--- src/rtl/cmp_pkg.sv ---
// rtl/cmp_pkg.sv - shared defaults, types and saturating add for the cmp MAC processing element
package cmp_pkg;

  localparam int DEF_DATA_WID = 16;
  localparam int DEF_ACC_WID  = 40;
  localparam int DEF_MULT_LAT = 2;
  localparam int DEF_K_WID    = 8;

  typedef logic signed [DEF_DATA_WID-1:0] data_t;
  typedef logic signed [DEF_ACC_WID-1:0]  acc_t;
  typedef logic        [DEF_K_WID-1:0]    klen_t;

  // Adds two sign-extended operands and clamps to the signed range of a w-bit accumulator (w <= 63).
  function automatic logic signed [63:0] sat_add(input logic signed [63:0] a,
                                                 input logic signed [63:0] b,
                                                 input int               w);
    logic signed [64:0] s;
    logic signed [64:0] hi;
    logic signed [64:0] lo;
    s  = 65'(a) + 65'(b);
    hi = (65'sd1 <<< (w - 1)) - 65'sd1;
    lo = -(65'sd1 <<< (w - 1));
    if (s > hi)      return hi[63:0];
    else if (s < lo) return lo[63:0];
    return s[63:0];
  endfunction

endpackage

--- src/rtl/cmp_mult_pipe.sv ---
// rtl/cmp_mult_pipe.sv - signed multiplier with MULT_LAT enable-gated stages carrying valid/last sideband
module cmp_mult_pipe #(
  parameter int DATA_WID = 16,
  parameter int ACC_WID  = 40,
  parameter int MULT_LAT = 2
) (
  input  logic                       clock,
  input  logic                       rst,
  input  logic                       i_en,
  input  logic                       i_valid,
  input  logic                       i_last,
  input  logic signed [DATA_WID-1:0] i_a,
  input  logic signed [DATA_WID-1:0] i_b,
  output logic                       o_valid,
  output logic                       o_last,
  output logic signed [ACC_WID-1:0]  o_prod,
  output logic                       o_busy
);

  logic signed [2*DATA_WID-1:0] w_full;
  logic signed [ACC_WID-1:0]    r_prod [MULT_LAT];
  logic [MULT_LAT-1:0]          r_v;
  logic [MULT_LAT-1:0]          r_l;

  assign w_full = i_a * i_b;

  always_ff @(posedge clock) begin
    if (rst) begin
      r_v <= '0;
      r_l <= '0;
      for (int i = 0; i < MULT_LAT; i++) r_prod[i] <= '0;
    end else if (i_en) begin
      r_v[0]    <= i_valid;
      r_l[0]    <= i_last;
      r_prod[0] <= ACC_WID'(w_full);
      for (int i = 1; i < MULT_LAT; i++) begin
        r_v[i]    <= r_v[i-1];
        r_l[i]    <= r_l[i-1];
        r_prod[i] <= r_prod[i-1];
      end
    end
  end

  assign o_valid = r_v[MULT_LAT-1];
  assign o_last  = r_l[MULT_LAT-1];
  assign o_prod  = r_prod[MULT_LAT-1];
  assign o_busy  = |r_v;

endmodule

--- src/rtl/cmp_mac_unit.sv ---
// rtl/cmp_mac_unit.sv - signed MAC PE: K products per partial sum, valid/ready out; CMP_MAC_SAT_EN selects saturation
module cmp_mac_unit
  import cmp_pkg::*;
#(
  parameter int DATA_WID = DEF_DATA_WID,
  parameter int ACC_WID  = DEF_ACC_WID,
  parameter int MULT_LAT = DEF_MULT_LAT,
  parameter int K_WID    = DEF_K_WID
) (
  input  logic                       clock,
  input  logic                       rst,
  input  logic                       in_valid,
  output logic                       in_ready,
  input  logic signed [DATA_WID-1:0] weight,
  input  logic signed [DATA_WID-1:0] pixel,
  input  logic [K_WID-1:0]           k_len,
  output logic                       out_valid,
  input  logic                       out_ready,
  output logic signed [ACC_WID-1:0]  psum_out,
  output logic                       busy
);

  logic                       w_en;
  logic                       w_accept;
  logic                       w_last;
  logic [K_WID-1:0]           w_kl;
  logic [K_WID-1:0]           r_cnt;
  logic [K_WID-1:0]           r_kl;
  logic                       r_in_v;
  logic                       r_in_l;
  logic signed [DATA_WID-1:0] r_in_a;
  logic signed [DATA_WID-1:0] r_in_b;
  logic                       w_mv;
  logic                       w_ml;
  logic                       w_pipe_busy;
  logic signed [ACC_WID-1:0]  w_mp;
  logic signed [ACC_WID-1:0]  w_base;
  logic signed [ACC_WID-1:0]  w_sum;
  logic signed [ACC_WID-1:0]  r_acc;
  logic signed [ACC_WID-1:0]  r_psum;
  logic                       r_first;
  logic                       r_out_v;

  assign w_en     = !r_out_v || out_ready;
  assign in_ready = w_en && !rst;
  assign w_accept = in_valid && in_ready;
  // k_len only matters on the first beat; later beats use the latched group length.
  assign w_kl     = (r_cnt != '0) ? r_kl : ((k_len == '0) ? K_WID'(1) : k_len);
  assign w_last   = (r_cnt == w_kl - K_WID'(1));

  always_ff @(posedge clock) begin
    if (rst) begin
      r_cnt  <= '0;
      r_kl   <= '0;
      r_in_v <= 1'b0;
      r_in_l <= 1'b0;
      r_in_a <= '0;
      r_in_b <= '0;
    end else if (w_en) begin
      r_in_v <= w_accept;
      r_in_l <= w_accept && w_last;
      if (w_accept) begin
        r_in_a <= weight;
        r_in_b <= pixel;
        r_kl   <= w_kl;
        r_cnt  <= w_last ? '0 : r_cnt + K_WID'(1);
      end
    end
  end

  cmp_mult_pipe #(
    .DATA_WID (DATA_WID),
    .ACC_WID  (ACC_WID),
    .MULT_LAT (MULT_LAT)
  ) u_mult (
    .clock   (clock),
    .rst     (rst),
    .i_en    (w_en),
    .i_valid (r_in_v),
    .i_last  (r_in_l),
    .i_a     (r_in_a),
    .i_b     (r_in_b),
    .o_valid (w_mv),
    .o_last  (w_ml),
    .o_prod  (w_mp),
    .o_busy  (w_pipe_busy)
  );

  assign w_base = r_first ? '0 : r_acc;

`ifdef CMP_MAC_SAT_EN
  logic                      r_sat;
  logic                      w_sat_hold;
  logic                      w_sat_next;
  logic signed [ACC_WID-1:0] w_clamp;

  // Once a group clamps, the accumulator stays pinned at the rail until the group ends.
  assign w_clamp    = ACC_WID'(sat_add(64'(w_base), 64'(w_mp), ACC_WID));
  assign w_sat_hold = !r_first && r_sat;
  assign w_sum      = w_sat_hold ? r_acc : w_clamp;
  assign w_sat_next = w_sat_hold || (w_clamp != w_base + w_mp);

  always_ff @(posedge clock) begin
    if (rst)                r_sat <= 1'b0;
    else if (w_en && w_mv)  r_sat <= !w_ml && w_sat_next;
  end
`else
  assign w_sum = w_base + w_mp;
`endif

  always_ff @(posedge clock) begin
    if (rst) begin
      r_acc   <= '0;
      r_psum  <= '0;
      r_first <= 1'b1;
      r_out_v <= 1'b0;
    end else if (w_en) begin
      if (r_out_v) r_out_v <= 1'b0;
      if (w_mv) begin
        r_first <= w_ml;
        if (w_ml) begin
          r_psum  <= w_sum;
          r_out_v <= 1'b1;
          r_acc   <= '0;
        end else begin
          r_acc   <= w_sum;
        end
      end
    end
  end

  assign out_valid = r_out_v;
  assign psum_out  = r_psum;
  assign busy      = (r_cnt != '0) || r_in_v || w_pipe_busy;

endmodule

--- config.mk ---
export PLATFORM = sky130hd
export DESIGN_NAME = cmp_mac_unit
export DESIGN_NICKNAME = d
export VERILOG_FILES = /design/src/rtl/cmp_pkg.sv /design/src/rtl/cmp_mult_pipe.sv /design/src/rtl/cmp_mac_unit.sv
export SDC_FILE = /design/constraint.sdc
export NUM_CORES = 1
export LEC_CHECK = 0
export ABC_CLOCK_PERIOD_IN_PS = 12900
export BUFFER_PORTS_ARGS = -buffer_cell sky130_fd_sc_hd__buf_4
export CAP_MARGIN = 20
export CORE_MARGIN = 8
export CORE_UTILIZATION = 60
export CTS_CLUSTER_DIAMETER = 30
export CTS_CLUSTER_SIZE = 10
export DETAILED_ROUTE_END_ITERATION = 16
export HOLD_SLACK_MARGIN = 0.15
export MAX_ROUTING_LAYER = met4
export PLACE_DENSITY = 0.78
export SETUP_SLACK_MARGIN = 0.5
export SKIP_CTS_REPAIR_TIMING = 1
export SYNTH_ARGS = -nofsm -noshare
export SYNTH_HDL_FRONTEND = slang
export SYNTH_SLANG_ARGS = --single-unit
export TNS_END_PERCENT = 1
--- constraint.sdc ---
create_clock -name clock -period 12.9 [get_ports clock]
set_clock_uncertainty 0.05 [all_clocks]
set_input_delay 2.58 -clock clock [delete_from_list [all_inputs] [get_ports clock]]
set_output_delay 2.58 -clock clock [all_outputs]
set_load 0.1 [all_outputs]
# After elaboration in Yosys (flattened, before gate mapping)

Memories as Yosys holds them, arrays and structs flattened.
Index checks and enable logic that the tools add are counted.

Add/sub/neg operators: 3
$mul: 1
Equality and inequality tests: 1
Muxes and demuxes: 14
Bitwise gates (word level): 2
Reduce and logical (&&, ||, !) cells: 14

Operators with widths:

| operator              | count |
|---|---|
| $mux W40              | 4 |
| $add A40 B40 Y40      | 1 |
| $mul A16 B16 Y32      | 1 |
| $mux W8               | 3 |
| $add A8 B1 Y8 const B | 1 |
| $eq A8 B8 Y1          | 1 |
| $logic_not A8 Y1      | 1 |
| $reduce_bool A8 Y1    | 1 |
| $sub A8 B1 Y8 const B | 1 |
| $mux W1               | 7 |
| $reduce_and A2 Y1     | 2 |
| $logic_and A1 B1 Y1   | 3 |
| $logic_or A1 B1 Y1    | 3 |
| $reduce_and A3 Y1     | 1 |
| $logic_not A1 Y1      | 2 |
| $or A1 B1 Y1          | 2 |
| $reduce_or A2 Y1      | 1 |

Flip-flop bits (word level): 136
Memory bits (writable): 80
Bits of input ports: 44
Output and inout port bits: 43
Logic and storage cells: 48
Memories kept: 1

Memories:

| memory        | words | bits a word | rd ports | clocked after Yosys merged registers in | wr ports | RTL line            | source |
|---|---|---|---|---|---|---|---|
| u_mult.r_prod | 2     | 40          | 2        | 0                                       | 2        | cmp_mult_pipe.sv:21 | `logic signed [ACC_WID-1:0] r_prod [MULT_LAT];` |

# Depth between registers and ports, before layout

Word-level depth: 6
Mapped depth: 24
Gate-level depth less buffers: 22

# Hierarchy

From an unflattened synthesis, not the netlist that was laid out.

Cells, all modules: 2127
Area, all modules: 19859.0 µm²

By module, submodules not included:

| module        | times used | cells each | area an instance (µm²) | seq. area each (µm²) |
|---|---|---|---|---|
| cmp_mult_pipe | 1          | 1275       | 12640.9                | 2001.9 |
| cmp_mac_unit  | 1          | 852        | 7218.2                 | 2642.5 |

# Least setup slack after synthesis

OpenSTA, ideal clock, no wires.

Path kind: input -> output
Start: input port out_ready
End: output port in_ready
Arrival time: 3.929 ns
Data required time: 10.270 ns
Path slack: 6.341 ns
Cell stages on the path: 4
Cell sequence: nand2b_1 -> nand2b_1 -> clkinv_1 -> clkbuf_1

Longest elaborated chain between the ends: 2

Ends and longest elaborated chain:

| what                | RTL line           | source |
|---|---|---|
| start: declaration  | cmp_mac_unit.sv:18 | `input logic out_ready,` |
| $logic_or A1 B1 Y1  | cmp_mac_unit.sv:44 | `assign w_en = !r_out_v \|\| out_ready;` |
| $logic_and A1 B1 Y1 | cmp_mac_unit.sv:45 | `assign in_ready = w_en && !rst;` |
| end: declaration    | cmp_mac_unit.sv:13 | `output logic in_ready,` |

No other way between the ends.

==> run metrics <==
Synth area leader=fa_1; max incr delay on CP=890 ps; row cnt=66; hpwl dp=32.62 mm; simple-gate share of the synthesized area=0.1846; status=complete, no violations; library cells used by synthesis=72; Final nets=2,518; crit path kind=reg -> reg; syn avg cell area=9.426 um^2; I/O pins=87; Layout area overhead=7.714%; slowest cell on the critical path=fa_1; IO buf count=86; Tcrit/Tclk final=0.5428; Placer Congestion=0.9085; met3 usage in global routing=0.03650; starting density of the core=0.6043; overall routing resource usage=0.2312; DRT Wirelength=42.13 mm; most frequent cell after synthesis=inv_1; most frequent CP cell=fa_1; CP Cell Sequence=nand2_1, inv_1, fa_1, fa_1, fa_1, fa_1, fa_1, inv_1, fa_1, inv_1, ha_1, nand3_1, or3_1, nand2b_1, nand3_1, a21o_1, a211oi_1, a2111oi_0; worst slew pin tran=1072 ps; Hold WC Path Type=reg -> reg; final hold violation count=0; number of synthesized register bits=200; min Tclk post-route=7002 ps; LEAKAGE=10.18 nW; ANT cells=0; CTS tree=built; Setup TNS Final=0 ps; Synth Area in Compound Gates=0.1050; Synth Instances=2,070; Synth Area in XOR/XNOR=0.03860; largest cells by area after synthesis=fa_1, dfxtp_1, edfxtp_1; Post-Synth Adder-Cell Area=0.3494; setup violators final=0; mux cell area share after synthesis=0.007759; Filler cells=2,598; main combinational cell family by area after synthesis=adder cells; Syn Nets=2,501; WP data arrival=7170 ps; CP delay by family, top=adder cells; Routed WL per cell=16.57 um; grt ovf=0; Die W=196.3 um; CP endpoint kind=register; worst skew pair latency=460 ps; first-pass GRT wire length=71.07 mm; Slew headroom=0.2850; Die Y=196.3 um; Mapped Area=19,510 um^2; EDFF count, synth=64; number of global-route vias before repair=14.56k; data required time of the worst path=13,070 ps; DRC violations left=0; startpoint types=register; Max FO, Critical Path=17; worst reg-to-reg path cell count=18; Primary FF master, synth=dfxtp_1; share of the synthesized area in the top cell type=0.2698; Placeable Area=32,290 um^2; die area=38,550 um^2; max_cap viols=0; TritonRoute pass-1 iters=6; met1 usage=0.2997; Buf/Inv on CP=3; Clock Sinks=200; largest net degree at the start of global routing=75; synth cell count leaders=inv_1, fa_1, nand2_1, and2_1, dfxtp_1; VDD IR max=87.39 uV; vias post-DR=14.19k; WHS Path Cells=2; vias per std cell=5.581; Iteration-0 DRC Markers=907; initial antenna violation count=0; Syn. warnings=0; H-tree lvl count=4; post-route ant nets=0; async set or reset register ratio after synthesis=0; Levels on crit path=18; Seq/Total Area, Yosys=0.2380; unrepaired setup endpoints after global routing=no; total power=2.030 mW; Clock transition at path regs=80 ps; CTS max path bufs=2; P per Cell Area=96.60 nW/um^2; Top Usage Layer GRT=met2; clk root buf=clkbuf_16; met2 Track Usage GR=0.3757; share of cells above drive strength 1=0.07429; FMAX=0.1428 GHz; Inserted Clock Buffers=17; final slew viol count=0
-- through the flow --
| stage | cell area (um^2) | worst slack, ps | instances | hold slack (ps) | utilization |
|---|---|---|---|---|---|
| finish | 21020 | 5898 | 2542 | 411.7 | 0.6509 |
| global route | 21020 | 5526 | 2542 | 441.6 | 0.6509 |
| CTS | 21020 | 5991 | 2542 | 411.7 | 0.6509 |
| detailed placement | 20410 | 6013 | 2510 | 397.6 | 0.6322 |
| global placement | 20410 | 6260 | 2510 | 382.7 | 0.6322 |
| floorplan | 19510 | 6341 | 2070 | 367.3 | - |
-- area by class of cell --
cell class                      instances  area [um^2]  area share
Multi-Input combinational cell       1478        13400      0.6374
Sequential cell                       200         4644      0.2210
Inverter                              295         1107     0.05269
Timing Repair Buffer                   95        713.2     0.03393
Tap cell                              442        553.0     0.02631
Clock buffer                           18        429.2     0.02042
Clock inverter                         14        173.9    0.008275
-- worst reg2reg max path, delay by kind of cell (launching register included) --
| kind | cells | cell delay [ps] |
|---|---|---|
| buffers and inverters | 3 | 260 |
| AOI/OAI and AO/OA | 3 | 650 |
| DFF | 1 | 780 |
| and+or+nand+nor | 5 | 1220 |
| adders and majority gates | 7 | 3840 |
-- where the power goes --
part,internal [mW],switching (mW)
logic,0.303,0.408
registers,0.715,0.0547
clock network,0.279,0.270
-- kinds of logic after synthesis --
group                      after synthesis
xor gates and xnor gates                86
adders and majority gates              387
buffers and inverters                  392
DFF                                    200
muxes                                   15
AOI/OAI and AO/OA                      291
and+or+nand+nor                        699
-- registers in the layout, indices dropped and copies added, names as in the netlist --
register	flops
r_first	1
u_mult.r_prod	64
r_acc	40
out_valid	1
r_in_l	1
r_kl	8
r_in_a	16
u_mult.r_l	2
u_mult.r_v	2
psum_out	40
r_cnt	8
r_in_v	1
r_in_b	16
-- cell usage in the layout, fill, tap and decap left out, types with 4 or more instances in the layout --
master,instances
nand4_1,14
nor2b_1,50
a22o_1,57
mux2i_1,14
o21ai_0,49
nor3_1,23
o211ai_1,4
a21o_1,37
dfxtp_1,136
nand2_1,247
nor3b_1,6
nor2_1,85
a211o_1,4
ha_1,124
inv_8,5
fa_1,263
o21bai_1,5
or3_1,10
a31oi_1,4
and3_1,7
and2_1,164
clkbuf_16,17
nand3b_1,33
a22oi_1,14
inv_1,293
xnor2_1,59
nand3_1,17
buf_4,95
edfxtp_1,64
xor2_1,27
a21oi_1,70
a211oi_1,5
o31ai_1,4
nand2b_1,21
-- final timing paths --
| check | endpoint | start | slack [ps] |
|---|---|---|---|
| worst max register to register | u_mult.r_prod[0][27]$_SDFFCE_PN0P_ | r_in_b[1]$_SDFFE_PP0P_ | 5900 |
| worst max-delay path | u_mult.r_prod[0][27]$_SDFFCE_PN0P_ | r_in_b[1]$_SDFFE_PP0P_ | 5900 |
| worst min-delay path | psum_out[28]$_SDFFE_PP0P_ | psum_out[28]$_SDFFE_PP0P_ | 410 |
| worst min register to register | psum_out[28]$_SDFFE_PP0P_ | psum_out[28]$_SDFFE_PP0P_ | 410 |
-- per-layer routing --
metal	vias up	part of all wire
met5	-	0
met4	0	0.016
met3	62	0.057
met2	433	0.47
met1	6989	0.45
li1	6702	-
No activity file was read; power rests on OpenSTA's default activity.
